<file path="src/rtl/sram_bist_ctrl.sv">
// sram_bist_ctrl: March C- style BIST controller for a single-port synchronous SRAM.
// Sequence: W0_UP (write P), R0W1_UP (read P, write ~P), R1W0_DN (read ~P, write P),
// R0_DN (read P), then one FLUSH cycle so the last read is compared.
// Optional build macro BIST_FAIL_LOG_EN: when defined, the first mismatching address and
// read data are captured in fail_addr/fail_data; when undefined, both are tied to zero.
module sram_bist_ctrl #(
    parameter int ADDR_W  = 10,
    parameter int DATA_W  = 32,
    parameter int WMASK_W = 4
) (
    input  logic               clk,
    input  logic               resetn,
    input  logic               start,
    input  logic               abort,
    input  logic [ADDR_W-1:0]  last_addr,
    input  logic [DATA_W-1:0]  pattern,
    output logic               csb0,
    output logic               web0,
    output logic [WMASK_W-1:0] wmask0,
    output logic [ADDR_W-1:0]  addr0,
    output logic [DATA_W-1:0]  din0,
    input  logic [DATA_W-1:0]  dout0,
    output logic               busy,
    output logic               done,
    output logic               fail,
    output logic [ADDR_W-1:0]  fail_addr,
    output logic [DATA_W-1:0]  fail_data
);

    typedef enum logic [2:0] {
        IDLE    = 3'd0,
        W0_UP   = 3'd1,
        R0W1_UP = 3'd2,
        R1W0_DN = 3'd3,
        R0_DN   = 3'd4,
        FLUSH   = 3'd5,
        DONE    = 3'd6
    } state_t;

    localparam logic [ADDR_W-1:0] ONE = ADDR_W'(1);

    state_t              state, state_nxt;
    logic                phase, phase_nxt;      // 0: read slot, 1: write slot of a two-cycle element
    logic [ADDR_W-1:0]   last_q, last_nxt;
    logic [DATA_W-1:0]   pat_q, pat_nxt;
    logic [ADDR_W-1:0]   addr_nxt;
    logic [DATA_W-1:0]   din_nxt;
    logic [WMASK_W-1:0]  wmask_nxt;
    logic                csb_nxt, web_nxt;
    logic                busy_nxt, done_nxt;
    logic                start_acc;
    logic                vld_nxt, vld_p0, vld_p1;
    logic [DATA_W-1:0]   exp_nxt, exp_p0, exp_p1;
    logic                mismatch;

    // Background selection: the true pattern or its complement.
    function automatic logic [DATA_W-1:0] bg(input logic [DATA_W-1:0] p, input logic inv);
        return inv ? ~p : p;
    endfunction

    // Next-state, address sequencing and registered-output decode.
    always_comb begin
        state_nxt = state;
        phase_nxt = phase;
        addr_nxt  = addr0;
        last_nxt  = last_q;
        pat_nxt   = pat_q;
        start_acc = 1'b0;
        case (state)
            IDLE, DONE: begin
                if (start && !abort) begin
                    start_acc = 1'b1;
                    last_nxt  = last_addr;
                    pat_nxt   = pattern;
                    state_nxt = W0_UP;
                    addr_nxt  = '0;
                    phase_nxt = 1'b0;
                end
            end
            W0_UP: begin
                if (addr0 == last_q) begin
                    state_nxt = R0W1_UP;
                    addr_nxt  = '0;
                end else begin
                    addr_nxt = addr0 + ONE;
                end
            end
            R0W1_UP: begin
                if (!phase) begin
                    phase_nxt = 1'b1;
                end else begin
                    phase_nxt = 1'b0;
                    if (addr0 == last_q) begin
                        state_nxt = R1W0_DN;
                        addr_nxt  = last_q;
                    end else begin
                        addr_nxt = addr0 + ONE;
                    end
                end
            end
            R1W0_DN: begin
                if (!phase) begin
                    phase_nxt = 1'b1;
                end else begin
                    phase_nxt = 1'b0;
                    if (addr0 == '0) begin
                        state_nxt = R0_DN;
                        addr_nxt  = last_q;
                    end else begin
                        addr_nxt = addr0 - ONE;
                    end
                end
            end
            R0_DN: begin
                if (addr0 == '0) begin
                    state_nxt = FLUSH;
                end else begin
                    addr_nxt = addr0 - ONE;
                end
            end
            FLUSH:   state_nxt = DONE;
            default: state_nxt = IDLE;
        endcase

        // abort wins over start and over any sequencing step
        if (abort) begin
            state_nxt = IDLE;
            phase_nxt = 1'b0;
        end

        csb_nxt   = 1'b1;
        web_nxt   = 1'b1;
        wmask_nxt = '0;
        din_nxt   = din0;
        vld_nxt   = 1'b0;
        exp_nxt   = bg(pat_nxt, 1'b0);
        case (state_nxt)
            W0_UP: begin
                csb_nxt   = 1'b0;
                web_nxt   = 1'b0;
                wmask_nxt = '1;
                din_nxt   = bg(pat_nxt, 1'b0);
            end
            R0W1_UP: begin
                csb_nxt = 1'b0;
                if (!phase_nxt) begin
                    vld_nxt = 1'b1;
                    exp_nxt = bg(pat_nxt, 1'b0);
                end else begin
                    web_nxt   = 1'b0;
                    wmask_nxt = '1;
                    din_nxt   = bg(pat_nxt, 1'b1);
                end
            end
            R1W0_DN: begin
                csb_nxt = 1'b0;
                if (!phase_nxt) begin
                    vld_nxt = 1'b1;
                    exp_nxt = bg(pat_nxt, 1'b1);
                end else begin
                    web_nxt   = 1'b0;
                    wmask_nxt = '1;
                    din_nxt   = bg(pat_nxt, 1'b0);
                end
            end
            R0_DN: begin
                csb_nxt = 1'b0;
                vld_nxt = 1'b1;
                exp_nxt = bg(pat_nxt, 1'b0);
            end
            default: ;
        endcase

        busy_nxt = (state_nxt != IDLE) && (state_nxt != DONE);
        done_nxt = (state_nxt == DONE);
    end

    // Stage p0: state, latched configuration and registered SRAM controls.
    always_ff @(posedge clk or negedge resetn) begin
        if (!resetn) begin
            state  <= IDLE;
            phase  <= 1'b0;
            last_q <= '0;
            pat_q  <= '0;
            csb0   <= 1'b1;
            web0   <= 1'b1;
            wmask0 <= '0;
            addr0  <= '0;
            din0   <= '0;
            busy   <= 1'b0;
            done   <= 1'b0;
            vld_p0 <= 1'b0;
            vld_p1 <= 1'b0;
        end else begin
            state  <= state_nxt;
            phase  <= phase_nxt;
            last_q <= last_nxt;
            pat_q  <= pat_nxt;
            csb0   <= csb_nxt;
            web0   <= web_nxt;
            wmask0 <= wmask_nxt;
            addr0  <= addr_nxt;
            din0   <= din_nxt;
            busy   <= busy_nxt;
            done   <= done_nxt;
            vld_p0 <= vld_nxt;
            vld_p1 <= vld_p0 & ~abort;
        end
    end

    // Stage p1: expected-data pipeline aligned with dout0 (data only, no reset needed).
    always_ff @(posedge clk) begin
        exp_p0 <= exp_nxt;
        exp_p1 <= exp_p0;
    end

    assign mismatch = vld_p1 && (dout0 != exp_p1);

    // Sticky fail flag, cleared only when a new test is accepted.
    always_ff @(posedge clk or negedge resetn) begin
        if (!resetn) begin
            fail <= 1'b0;
        end else if (start_acc) begin
            fail <= 1'b0;
        end else if (mismatch) begin
            fail <= 1'b1;
        end
    end

`ifdef BIST_FAIL_LOG_EN
    logic [ADDR_W-1:0] raddr_p0, raddr_p1;

    // Read address pipeline, aligned with exp_p1 for first-failure logging.
    always_ff @(posedge clk) begin
        raddr_p0 <= addr_nxt;
        raddr_p1 <= raddr_p0;
    end

    // Capture address and data of the first mismatch of the current test.
    always_ff @(posedge clk or negedge resetn) begin
        if (!resetn) begin
            fail_addr <= '0;
            fail_data <= '0;
        end else if (start_acc) begin
            fail_addr <= '0;
            fail_data <= '0;
        end else if (mismatch && !fail) begin
            fail_addr <= raddr_p1;
            fail_data <= dout0;
        end
    end
`else
    assign fail_addr = '0;
    assign fail_data = '0;
`endif

endmodule

</file>
<file path="config.mk">
export PLATFORM = sky130hd
export DESIGN_NAME = sram_bist_ctrl
export DESIGN_NICKNAME = d
export VERILOG_FILES = /design/src/rtl/sram_bist_ctrl.sv
export SDC_FILE = /design/constraint.sdc
export NUM_CORES = 1
export LEC_CHECK = 0
export ABC_AREA = 1
export CORE_UTILIZATION = 45
export CTS_CLUSTER_DIAMETER = 150
export CTS_CLUSTER_SIZE = 8
export DETAILED_ROUTE_END_ITERATION = 8
export PLACE_DENSITY = 0.71
export REMOVE_ABC_BUFFERS = 1
export SYNTH_ARGS = -nofsm -noshare
export SYNTH_HDL_FRONTEND = slang
export SYNTH_SLANG_ARGS = --single-unit
</file>
<file path="constraint.sdc">
create_clock -name clk -period 2.7 [get_ports clk]
set_input_delay 0.27 -clock clk [delete_from_list [all_inputs] [get_ports clk]]
set_output_delay 0.27 -clock clk [all_outputs]
set_load 0.05 [all_outputs]
</file>
==> results of run 1 <==
==> final cells by class <==
cell class              instances  area share
well taps                     220     0.02823
multi-input cells             567      0.3443
clock buffers                  18     0.04504
flip-flops and latches        160      0.3780
clock inverters                14     0.01719
repair buffers                150      0.1539
inverters                      86     0.03336
==> worst max path at each step <==
stage | startpoint | endpoint | slack, ns | cells after the start
after floorplan | addr0[0] | din0[0] | -0.56 | 11
after global placement | addr0[1] | din0[17] | 0.27 | 15
after detailed placement | addr0[1] | din0[28] | 0.20 | 15
after CTS | addr0[1] | din0[29] | 0.13 | 15
after global routing | addr0[0] | din0[29] | 0.01 | 14
final | addr0[0] | din0[29] | 0.27 | 15
==> per-stage QoR <==
stage / setup TNS (ns) / total power, mW / instance area, um^2 / util / cells
after CTS: 0 / 7.758 / 9721 / 0.5820 / 1213
after global routing: 0 / 8.065 / 9751 / 0.5838 / 1215
after global placement: 0 / 5.247 / 9104 / 0.5451 / 1180
after floorplan: -34.26 / 4.528 / 7357 / - / 813
final: 0 / 7.707 / 9751 / 0.5838 / 1215
after detailed placement: 0 / 5.282 / 9104 / 0.5451 / 1180
==> cells in the final DEF, fill, tap and decap left out, types with 3 or more instances in the layout <==
cell / synthesis / final
o21ai_0: 41 / 41
o21ai_1: 19 / 19
inv_8: 0 / 4
nand2_2: 4 / 4
ha_1: 3 / 3
a21oi_1: 3 / 3
nand2_1: 156 / 156
xnor2_1: 6 / 6
nor4_1: 4 / 4
buf_4: 46 / 17
nor3_1: 11 / 11
nand3_1: 83 / 83
clkdlybuf4s50_1: 0 / 127
or2_1: 11 / 11
nand4_1: 38 / 38
inv_6: 0 / 4
dfrtp_1: 94 / 94
xor2_1: 32 / 32
buf_12: 3 / 4
xor2_2: 30 / 30
or2_2: 27 / 27
o211ai_1: 6 / 6
dfxtp_1: 64 / 64
conb_1: 1 / 42
clkinvlp_4: 0 / 3
clkbuf_16: 0 / 17
o21ai_2: 12 / 12
inv_2: 18 / 18
nor2_1: 21 / 20
inv_1: 65 / 65
==> repair_timing <==
action | 4_1_cts | 5_1_grt
endpoints found under the hold margin | 46 | 0
hold buffers | 1 | 0
setup endpoints to repair | 0 | 56
setup buffers | 0 | 2
gates resized for setup | 0 | 3
==> registers in the layout (all words and copies together) (netlist names), 3 cells and up <==
| signal | cells |
|---|---|
| last_q | 10 |
| state | 3 |
| exp_p0 | 32 |
| pat_q | 32 |
| addr0 | 10 |
| din0 | 32 |
| exp_p1 | 32 |
==> worst max-delay path, stage by stage (launching register included) <==
cell and delay (ns):
dfrtp_1 0.45, inv_2 0.13, ha_1 0.15, nand2_1 0.06, nor2_2 0.17, nand3_1 0.09
nand2_1 0.08, inv_2 0.05, nor2_1 0.12, nand3_2 0.15, nand2_4 0.20, inv_4 0.08
nand3_4 0.09, buf_6 0.30, nand3_1 0.14, nand2_1 0.10
==> cell families after synthesis <==
group / Yosys count
fa+ha+maj: 3
flops: 160
simple gates: 366
buf+inv: 167
other cells: 1
xor+xnor: 68
compound gates: 88
==> layer usage <==
metal  vias to the layer above  global-route usage
met1                      2802              0.2904
li1                       2906                   -
met3                        23             0.04718
met4                         0             0.07071
met2                       212              0.3429
met5                         -                   0
==> power breakdown <==
group	total, mW	internal, mW	leakage [nW]	switching (mW)
clock	2.46	1.42	0.292	1.04
combinational	2.18	0.758	2.32	1.43
sequential	3.06	2.84	1.70	0.221
==> cell usage after synthesis (3+ instances only) <==
library cell / number
dfxtp_1: 64
buf_12: 3
buf_4: 46
xnor2_1: 6
xor2_2: 30
nand2_1: 156
nor4_1: 4
a21oi_1: 3
o21ai_1: 19
inv_2: 18
o21ai_0: 41
o21ai_2: 12
ha_1: 3
nor3_1: 11
o211ai_1: 6
dfrtp_1: 94
or2_2: 27
or2_1: 11
buf_2: 17
xor2_1: 32
nor2_1: 21
inv_1: 65
buf_6: 3
nand3_1: 83
nand2_2: 4
clkbuf_1: 12
nand4_1: 38
==> results.py, run 1 <==
metrics = {
    "power": {
        "powerDensity_mw_per_mm2": 790.4,
        "irDropWorstVdd_mv": 0.4939,
        "p_leak_nw": 4.316,
    },
    "timing": {
        "slew_violations": 0,
        "post-route-worst-setup-slack_ns": 0.2664,
        "hold_ws_ns": 0.3259,
        "fmax_ghz": 0.4109,
        "period_needed_ns": 2.434,
        "grt_setup_unrepaired": "no",
        "hold_viol_final": 0,
        "worst_slew_pin_slew_ns": 0.6207,
        "setup_viol": 0,
        "skew_ns": 0.01223,
        "slew_headroom": 0.5824,
        "post-route-period-util": 0.9013,
    },
    "worst_setup_path": {
        "crit_fanout": 32,
        "cp-end-kind": "flop",
        "r2r-start": "addr0[0]",
        "rr_endpoint": "din0[29]",
        "ff2ff_path_depth": 15,
        "required_ns": 3.07,
        "critPathArrivalTime_ns": 2.80,
        "reg2reg_setup_slack_ns": 0.27,
        "startpoint_type": "flop",
        "crit_type": "reg2reg",
    },
    "placement": {
        "port_buffers": 128,
        "gp_congestion": 0.8571,
        "hpwl_um": 12620,
        "dp_slack_ns": 0.2048,
    },
    "hold_path": {
        "min_from": "exp_p0[31]",
        "hold_path_class": "reg2reg",
        "holdPathStages": 0,
        "hold_path_end": "exp_p1[31]",
    },
    "cts": {
        "cts_made_buffers": 17,
        "htreeDepth": 4,
        "clk_pin_slew_ns": 0.07,
        "cts_tree": "yes",
        "clk_path_buf_depth": 2,
        "cts_sinks": 160,
        "root_buffer": "clkbuf_16",
        "clock_latency_ns": 0.43,
    },
    "synthesis": {
        "synth_edf_count": 0,
        "synthXorXnorAreaFrac": 0.1056,
        "synth_top_family_by_area": "simple AND/OR/NAND/NOR gates",
        "yosysSeqAreaShare": 0.4742,
        "synthArstFlopShare": 0.6000,
        "synth_top_area_frac": 0.3026,
        "synth-compound-area-share": 0.06842,
        "syn_area_mm2": 0.007772,
        "synth-simple-area-share": 0.2313,
        "yosys-top-cells-area": "dfrtp_1 (30%), dfxtp_1 (16%), nand2_1 (7.5%), xor2_2 (6.3%), nand3_1 (5.3%)",
        "synth-seq-cells": 160,
        "synthMuxAreaShare": 0,
        "synthCells": 853,
        "yosys.area_share.adder": 0.004829,
        "yosys_warnings": 0,
        "yosysTopAreaCell": "dfrtp_1",
        "ys.flop_type": "dfrtp_1",
        "avgSynthCellArea_um2": 9.112,
        "yosysUniqueCellTypes": 44,
    },
    "grt": {
        "grt-ovfl-total": 0,
        "antenna_found_initial": 0,
        "grtUsageTotal": 0.2150,
        "grt_pass1_vias": 5766,
        "grt_first_pass_wirelength_um": 29630,
        "grt_start_max_net_pins": 51,
    },
    "final_layout": {
        "multi_input_area_mm2": 0.003357,
        "drive_gt1_frac": 0.1648,
        "antenna-diode-count": 0,
        "register_area_mm2": 0.003686,
        "finalNetCount": 1063,
        "syn2layout_area_growth_pct": 25.45,
        "num-fill-cells": 1468,
    },
    "drt": {
        "drtIter0Drc": 449,
        "wl_met2_um": 8585,
        "routedWlPerCell_um": 15.01,
        "wl_met3_um": 1098,
        "num_vias": 5943,
        "wl_met1_um": 8283,
        "top_layer_used": "met4",
        "drc": 0,
        "wl_um": 18230,
        "detail_route.vias_per_cell": 4.891,
        "dr.pass1.iters": 6,
        "ant_nets": 0,
    },
    "floorplanning": {
        "die_x_um": 133.4,
        "fp.dieH_um": 133.4,
        "core.rowCount": 47,
        "core_mm2": 0.01670,
        "initial_core_util": 0.4654,
        "die_area_mm2": 0.01780,
        "ioPinCount": 171,
    },
    "run_status": {
        "status": "completed",
    },
    "run": {
        "cap_violations": 0,
    },
}
(Power assumes the default switching activity.)
==> run 2: changes to the inputs <==
Settings changed: HOLD_SLACK_MARGIN from default to 0.1.
==> results of run 2 <==
The final DEF is identical to that of run 1; final timing and power are the same.
==> run 3: changes to the inputs <==
Settings changed: PLACE_DENSITY 0.71 to 0.7.
==> results.py, run 3 (synthesis gave the netlist of run 1 again) <==
metrics = {
    "floorplanning": {
        "fp.dieH_um": 133.4,
        "core.rowCount": 47,
        "core_mm2": 0.01670,
        "die_x_um": 133.4,
        "die_area_mm2": 0.01780,
        "ioPinCount": 171,
        "initial_core_util": 0.4654,
    },
    "grt": {
        "grt_first_pass_wirelength_um": 29380,
        "grt_pass1_vias": 5685,
        "grtUsageTotal": 0.2153,
        "antenna_found_initial": 0,
        "grt_start_max_net_pins": 55,
        "grt-ovfl-total": 0,
    },
    "timing": {
        "post-route-worst-setup-slack_ns": 0.2140,
        "worst_slew_pin_slew_ns": 0.6740,
        "finalSetupTns_ns": 0,
        "hold_viol_final": 0,
        "slew_headroom": 0.5465,
        "hold_ws_ns": 0.3256,
        "setup_viol": 0,
        "grt_setup_unrepaired": "no",
        "period_needed_ns": 2.486,
        "post-route-period-util": 0.9207,
        "fmax_ghz": 0.4023,
        "slew_violations": 0,
        "skew_ns": 0.009363,
    },
    "run": {
        "cap_violations": 0,
    },
    "drt": {
        "detail_route.vias_per_cell": 4.938,
        "drtIter0Drc": 467,
        "ant_nets": 0,
        "routedWlPerCell_um": 15.01,
        "num_vias": 5980,
        "dr.pass1.iters": 5,
        "drc": 0,
        "wl_um": 18180,
    },
    "final_layout": {
        "final_common_cell": "nand2_1",
        "post-route-cell-area_mm2": 0.009703,
        "drive_gt1_frac": 0.1584,
        "finalNetCount": 1059,
        "syn2layout_area_growth_pct": 24.84,
        "most-common-layout-cells": "nand2_1 (156), clkdlybuf4s50_1 (127), dfrtp_1 (94), nand3_1 (83), inv_1 (65)",
        "antenna-diode-count": 0,
    },
    "placement": {
        "port_buffers": 128,
        "hpwl_um": 12360,
        "gp_congestion": 0.8456,
        "dp_slack_ns": 0.1257,
        "placed_cell_area_mm2": 0.009076,
    },
    "worst_setup_path": {
        "startpoint_type": "flop",
        "cpPeakStageDelay_ns": 0.46,
        "critPathArrivalTime_ns": 2.84,
        "crit_type": "reg2reg",
        "slowest_stage": "dfrtp_1",
        "crit_fanout": 16,
        "cp-end-kind": "flop",
        "path_cells": "inv_2 > ha_1 > nand2_1 > nor2_1 > nand3_1 > nand2_1 > inv_2 > nor2_1 > nand3_2 > nand2_8 > inv_4 > nand3_4 > buf_12 > xor2_1",
        "reg2reg_setup_slack_ns": 0.21,
        "required_ns": 3.05,
    },
    "cts": {
        "cts_tree": "yes",
        "clk_pin_slew_ns": 0.06,
        "root_buffer": "clkbuf_16",
        "cts_made_buffers": 17,
        "cts_sinks": 160,
        "clk_path_buf_depth": 2,
        "clock_latency_ns": 0.43,
        "postCtsSetupBuffers": 0,
        "htreeDepth": 4,
    },
    "power": {
        "powerDensity_mw_per_mm2": 785.4,
        "p_leak_nw": 4.294,
        "finalPower_mw": 7.621,
        "irDropWorstVdd_mv": 0.5421,
    },
    "run_status": {
        "status": "completed",
    },
    "hold_path": {
        "hold_path_class": "reg2reg",
    },
}
[run 3: timing repair]
item | in CTS | in global routing
setup endpoints to repair | 0 | 39
hold buffers | 1 | 0
gates resized for setup | 0 | 6
endpoints found under the hold margin | 40 | 0
[run 3: final cells by class]
type                    count  area, um^2
fillers                  1478        6998
flip-flops and latches    160        3686
multi-input cells         567        3363
repair buffers            146        1469
clock buffers              19       432.9
inverters                  86       325.3
well taps                 220       275.3
clock inverters            13       151.4
[run 3: power breakdown]
group	internal (mW)	leakage, nW	switching (mW)	total [mW]
Clock	1.38	0.289	0.995	2.38
Sequential	2.84	1.70	0.216	3.05
Combinational	0.754	2.30	1.44	2.19
Total	4.97	4.29	2.65	7.62
[run 3: per-layer routing]
metal,up-vias,wire length [um],GRT usage
li1,2902,-,-
met1,2831,8253,0.3029
met2,225,8600,0.3307
met3,22,964,0.03995
met4,0,357,0.08018
met5,-,0,0
[run 3: stage by stage]
stage               utilization  instances
finish                   0.5810       1211
global route             0.5810       1211
CTS                      0.5790       1211
detailed placement       0.5435       1178
global placement         0.5435       1178
floorplan                     -        813
[run 3: worst paths after layout]
check                           from         to  cells past startpoint
max                         addr0[1]  exp_p0[0]                     14
min                        exp_p0[2]  exp_p1[2]                      0
max reg2reg                 addr0[1]  exp_p0[0]                     14
min reg2reg                exp_p0[2]  exp_p1[2]                      0
max in group asynchronous     resetn   din0[25]                      3
min in group asynchronous     resetn  last_q[1]                      2
[run 3: worst max-delay path: cells and delay by family (launching register included)]
family                   cells  cell delay, ns
XOR/XNOR                     1            0.16
adder cells (fa/ha/maj)      1            0.16
buffers and inverters        4            0.52
flip-flops                   1            0.46
AND/OR/NAND/NOR              8            1.10
==> edit 1, RTL diff (settings of run 2) <==
Encoding of `state_t`: now one-hot (7 bits for 7 states).
--- a/src/rtl/sram_bist_ctrl.sv
+++ b/src/rtl/sram_bist_ctrl.sv
@@ -29,10 +29,10 @@
 
-    typedef enum logic [2:0] {
-        IDLE    = 3'd0,
-        W0_UP   = 3'd1,
-        R0W1_UP = 3'd2,
-        R1W0_DN = 3'd3,
-        R0_DN   = 3'd4,
-        FLUSH   = 3'd5,
-        DONE    = 3'd6
+    typedef enum logic [6:0] {
+        IDLE    = 7'b0000001,
+        W0_UP   = 7'b0000010,
+        R0W1_UP = 7'b0000100,
+        R1W0_DN = 7'b0001000,
+        R0_DN   = 7'b0010000,
+        FLUSH   = 7'b0100000,
+        DONE    = 7'b1000000
     } state_t;
Check against the original RTL: same outputs for any inputs over 4 cycles, from zero or initial values and one cycle with resetn low; so few cycles prove little.
==> edit 1 against run 2 <==
Clock skew fell by 0.0055 ns. Routed wire length is 3.8% higher. Setup slack improved by 0.051 ns. Sequential cell count is 4 higher. Final cell count grew 11%. Cell area increased by 3.4%. Power rose by 25%. Via count increased by 8.8%. Synthesized area grew 4.6%. Highest routed layer unchanged.
==> edit 1: results (changes against run 2) <==
metric;value;unit;change
largest net degree at the start of global routing;45;;-12%
sequential group power;3.82;mW;+25%
top post-synthesis cells by area;dfrtp_1 (30%), dfxtp_1 (16%), nand2_1 (14%);;
combinational power;3.43;mW;+57%
worst-path fanout max;19;;-41%
fraction of the yosys area taken by sequential cells;46.6;%;-0.85 points
Worst-path clk slew;0.06;ns;
asr flop ratio synth;61.0;%;+0.98 points
H-tree Lvls;4;;unchanged
Reg2Reg Setup Slack;0.32;ns;+0.05 ns
Clock Latency Late Sink;0.43;ns;about the same
Port Buf Inserts;128;;unchanged
cells after synthesis;983;;+15%
Final period util;88.3;%;-1.9 points
P_int;6.04;mW;+20%
crit path launch;addr0[1]$_DFFE_PN0P_;;
Pwr per Cell Area;952;nW/um^2;+20%
Clock Root Buffer;clkbuf_16;;
WL final;18900;um;+3.8%
critical path type;reg -> reg;;
post-DP HPWL;12600;um;-0.35%
TritonCTS Buffers;17;;unchanged
Lkg Pwr;4.87;nW;+13%
worst slack, placed;0.185;ns;-0.0195 ns
share of layout cells above drive strength 1;10.2;%;-6.3 points
Slowest cell on crit path;dfrtp_1;;
drt pass-1 iters;5;;-1
Worst EP arrival;2.70;ns;-0.10 ns
status;complete, no violations;;
initial antenna violation count;0;;unchanged
Worst VDD drop;0.000581;V;+18%
GP Congestion;0.874;;+2.0%
final net count;1188;;+12%
Hold Crit Class;reg -> reg;;
vias in the first global route;6124;;+6.2%
R2R Path End;din0[26]$_DFFE_PN0P_;;
max_slew headroom;57.3;%;-0.97 points
global-route wire length before repair;30500;um;+2.8%
Routed wire per std cell;14.1;um;-6.2%
Clock Skew;0.00669;ns;-0.00553 ns
DRT iter0 DRCs;371;;-17%
Via Count;6467;;+8.8%
synth cell count leaders;nand2_1 (297), dfrtp_1 (97), inv_1 (85);;
Placed Cells;1305;;+11%
overall routing resource usage;21.3;%;-0.22 points
Fill cells;1531;;+4.3%
-- edit 1: changes by cell type after synthesis, moves of 21 or more --
| cell | before | now |
|---|---|---|
| nand2_1 | 156 | 297 |
| o21ai_0 | 41 | 76 |
| nand3_1 | 83 | 51 |
| nand3b_1 | 0 | 32 |
| nand4_1 | 38 | 10 |
| or2_2 | 27 | 6 |
| xnor2_1 | 6 | 27 |
-- edit 1: worst min-delay path by stage --
stage / startpoint / endpoint / slack [ns] / cells past startpoint
after floorplan: resetn / addr0[0]$_DFFE_PN0P_ / -0.03 / 0
after global placement: resetn / pat_q[2]$_DFF_PN0_ / 0.27 / 1
after detailed placement: resetn / pat_q[2]$_DFF_PN0_ / 0.28 / 1
after CTS: exp_p0[31]$_DFF_P_ / exp_p1[31]$_DFF_P_ / 0.33 / 0
after global routing: exp_p0[20]$_DFF_P_ / exp_p1[20]$_DFF_P_ / 0.33 / 0
final: exp_p0[11]$_DFF_P_ / exp_p1[11]$_DFF_P_ / 0.33 / 0
-- edit 1: layout make-up --
cell class	instances	area [um^2]	share of cell area [%]
Clock inverter	11	101	1.01
Clock buffer	21	472	4.68
Tap cell	225	282	2.79
Sequential cell	164	3790	37.6
Multi-Input combinational cell	681	3600	35.7
Timing Repair Buffer	147	1480	14.7
Inverter	96	360	3.57
-- edit 1: cell families after synthesis --
| family | after synthesis | synth area share, % |
|---|---|---|
| other | 1 | 0.0461 |
| XOR/XNOR | 68 | 8.25 |
| buffers and inverters | 181 | 11.5 |
| AND/OR/NAND/NOR | 445 | 24.8 |
| adder cells (fa/ha/maj) | 3 | 0.462 |
| AO/OA/AOI/OAI | 121 | 8.36 |
| flip-flops | 164 | 46.6 |
-- edit 1: timing repair --
| item | 4_1_cts | 5_1_grt |
|---|---|---|
| hold buffers | 1 | 0 |
| setup endpoints to repair | 0 | 66 |
| resized for setup | 0 | 4 |
| hold endpoints to repair | 31 | 0 |
| buffers inserted | 0 | 5 |
-- edit 1: metal layers --
layer / vias to the layer above / track usage, % / part of all wire (%)
li1: 3263 / - / -
met1: 2979 / 27.7 / 45
met2: 205 / 35.0 / 48
met3: 20 / 5.00 / 5.3
met4: 0 / 6.23 / 1.2
met5: - / 0 / 0
-- edit 1: metrics by stage --
stage	cell area (um^2)	util [%]
floorplan	7710	-
finish	10100	57.7
global placement	9380	53.7
detailed placement	9380	53.7
global route	10100	57.7
CTS	9960	57.0
-- edit 1: worst max-delay path, delay by kind of cell, from the launching register on --
kind / cells / cell delay [ns]
DFF: 1 / 0.44
adders and majority gates: 1 / 0.18
and+or+nand+nor: 11 / 1.16
buffers and inverters: 3 / 0.49
==> edit 2, RTL diff (config.mk and constraints of run 2) <==
Without the edit above. Change the parameter `DATA_W` from 32 to 28.
--- a/src/rtl/sram_bist_ctrl.sv
+++ b/src/rtl/sram_bist_ctrl.sv
@@ -7,3 +7,3 @@
     parameter int ADDR_W  = 10,
-    parameter int DATA_W  = 32,
+    parameter int DATA_W  = 28,
     parameter int WMASK_W = 4
Ports: changed (resized din0, dout0, fail_data and pattern); port bits go from 171 to 155. No check against the original RTL was run, so the function may have changed too.
==> edit 2 against run 2 <==
Synthesized area shrank 9.6%. Setup slack gained 0.031 ns. Global-route usage shrank 1.4 points. Via count shrank 8.3%. Routed wire length shrank 17%. Sequential cell count shrank 16. Clock skew shrank 0.0074 ns. Power shrank 14%. Cell area shrank 10%. Largest power group unchanged.
==> edit 2: results (changes against run 2) <==
metric;value;unit;change
TritonCTS Buffers;17;;unchanged
synth unique cells;41;;-6.8%
drt pass-1 iters;5;;-1
Hold Crit Class;reg -> reg;;
overall routing resource usage;20.1;%;-1.4 points
vias in the first global route;4951;;-14%
initial antenna violation count;0;;unchanged
Fill cells;1369;;-6.7%
Worst VDD drop;0.000496;V;+0.39%
post-DP HPWL;10500;um;-17%
CP top delay family;simple AND/OR/NAND/NOR gates;;
r2r startpoint;addr0[0]$_DFFE_PN0P_;;
asr flop ratio synth;61.1;%;+1.1 points
fraction of the yosys area taken by sequential cells;47.3;%;-0.095 points
GP Congestion;0.851;;-0.70%
share of layout cells above drive strength 1;12.8;%;-3.7 points
DRT iter0 DRCs;446;;-0.67%
global-route wire length before repair;24900;um;-16%
final net count;1022;;-3.9%
Main synth FF type;dfrtp_1;;
CTS Buffer Depth;2;;unchanged
Worst-path clk slew;0.06;ns;
Lkg Pwr;4.20;nW;-2.7%
post-DR vias/cell;4.74;;-3.2%
Slowest cell on crit path;dfrtp_1;;
Ant. Diodes;0;;unchanged
Hold Crit Start;exp_p0[1]$_DFF_P_;;
P_int;4.43;mW;-12%
Clock Root Buffer;clkbuf_16;;
H-tree Lvls;4;;unchanged
Clock Skew;0.00486;ns;-0.00737 ns
critical path type;reg -> reg;;
Routed wire per std cell;13.2;um;-12%
status;complete, no violations;;
fin. max-slew vios;0;;unchanged
worst-path fanout max;29;;-9.4%
Port Buf Inserts;116;;-9.4%
max incr delay on CP;0.43;ns;-0.02 ns
synthesized area per cell;8.41;um^2;-7.8%
top post-synthesis cells by area;dfrtp_1 (31%), dfxtp_1 (16%), nand2_1 (11%);;
Clock Latency Late Sink;0.42;ns;
synth warn;0;;unchanged
largest net degree at the start of global routing;48;;-5.9%
Via Count;5447;;-8.3%
Worst EP arrival;2.76;ns;-0.04 ns
Max Cap Violations;0;;unchanged
Placed Cells;1117;;-5.3%
synth cell count leaders;nand2_1 (197), inv_1 (100), dfrtp_1 (86);;
max_slew headroom;51.4;%;-6.8 points
==> edit 2: changes by cell type after synthesis, sizes merged, moves of 4 or more <==
cell   delta
or2      -29
inv      +32
nor2     +16
xor2     -18
dfxtp     -8
nand4     -6
dfrtp     -8
buf       -6
nand3    -37
o21ai     -4
nand2    +52
==> edit 2: layer usage <==
layer | track usage, % | wire (um)
met4 | 7.70 | 282
met5 | 0 | 0
met2 | 31.1 | 6910
met1 | 27.7 | 7170
met3 | 4.18 | 843
==> edit 2: stage by stage <==
| step | cell area [um^2] | hold WS (ns) | worst slack [ns] |
|---|---|---|---|
| floorplan | 6640 | -0.0256 | -1.74 |
| global placement | 8170 | 0.305 | 0.242 |
| detailed placement | 8170 | 0.303 | 0.168 |
| CTS | 8750 | 0.326 | 0.262 |
| global route | 8750 | 0.332 | 0.0826 |
| finish | 8750 | 0.325 | 0.297 |
==> edit 2: power groups by stage <==
stage               Combinational, mW  Sequential [mW]  Clock [mW]
global placement                 1.68             2.73           0
CTS                              1.71             2.70        2.29
finish                           1.70             2.69        2.25
detailed placement               1.70             2.73           0
global route                     1.84             2.73        2.40
floorplan                       0.712             3.13           0
==> edit 2: logic make-up (layout without fill, tap and decap cells) <==
logic type | count (synthesis) | in the layout | share of synthesized area [%]
other | 1 | 38 | 0.0534
XOR/XNOR | 51 | 51 | 8.49
adder cells (fa/ha/maj) | 3 | 3 | 0.534
flip-flops | 144 | 144 | 47.3
AND/OR/NAND/NOR | 359 | 359 | 23.0
buffers and inverters | 190 | 279 | 13.8
AO/OA/AOI/OAI | 88 | 88 | 6.78
==> edit 2: layout make-up <==
cell class                      instances  share of cell area, %
Clock buffer                           20                   5.33
Clock inverter                         12                   1.21
Inverter                              117                   5.07
Multi-Input combinational cell        539                   33.0
Sequential cell                       144                   38.0
Tap cell                              188                   2.69
Timing Repair Buffer                  130                   14.7
==> edit 2: repair_timing <==
item / CTS / global route
hold endpoints to repair: 41 / 0
setup buffers: 0 / 0
endpoints found under the setup margin: 0 / 2
hold buffers: 1 / 0
resized for setup: 0 / 2
==> edit 2: worst paths after layout <==
kind                                   endpoint  slack, ns  cells after the start
max                        din0[15]$_DFFE_PN0P_       0.30                     15
min                           exp_p1[1]$_DFF_P_       0.32                      0
min reg2reg                   exp_p1[1]$_DFF_P_       0.32                      0
min in group asynchronous  addr0[2]$_DFFE_PN0P_       0.38                      2
max in group asynchronous        web0$_DFF_PN1_       1.63                      3
max reg2reg                din0[15]$_DFFE_PN0P_       0.30                     15
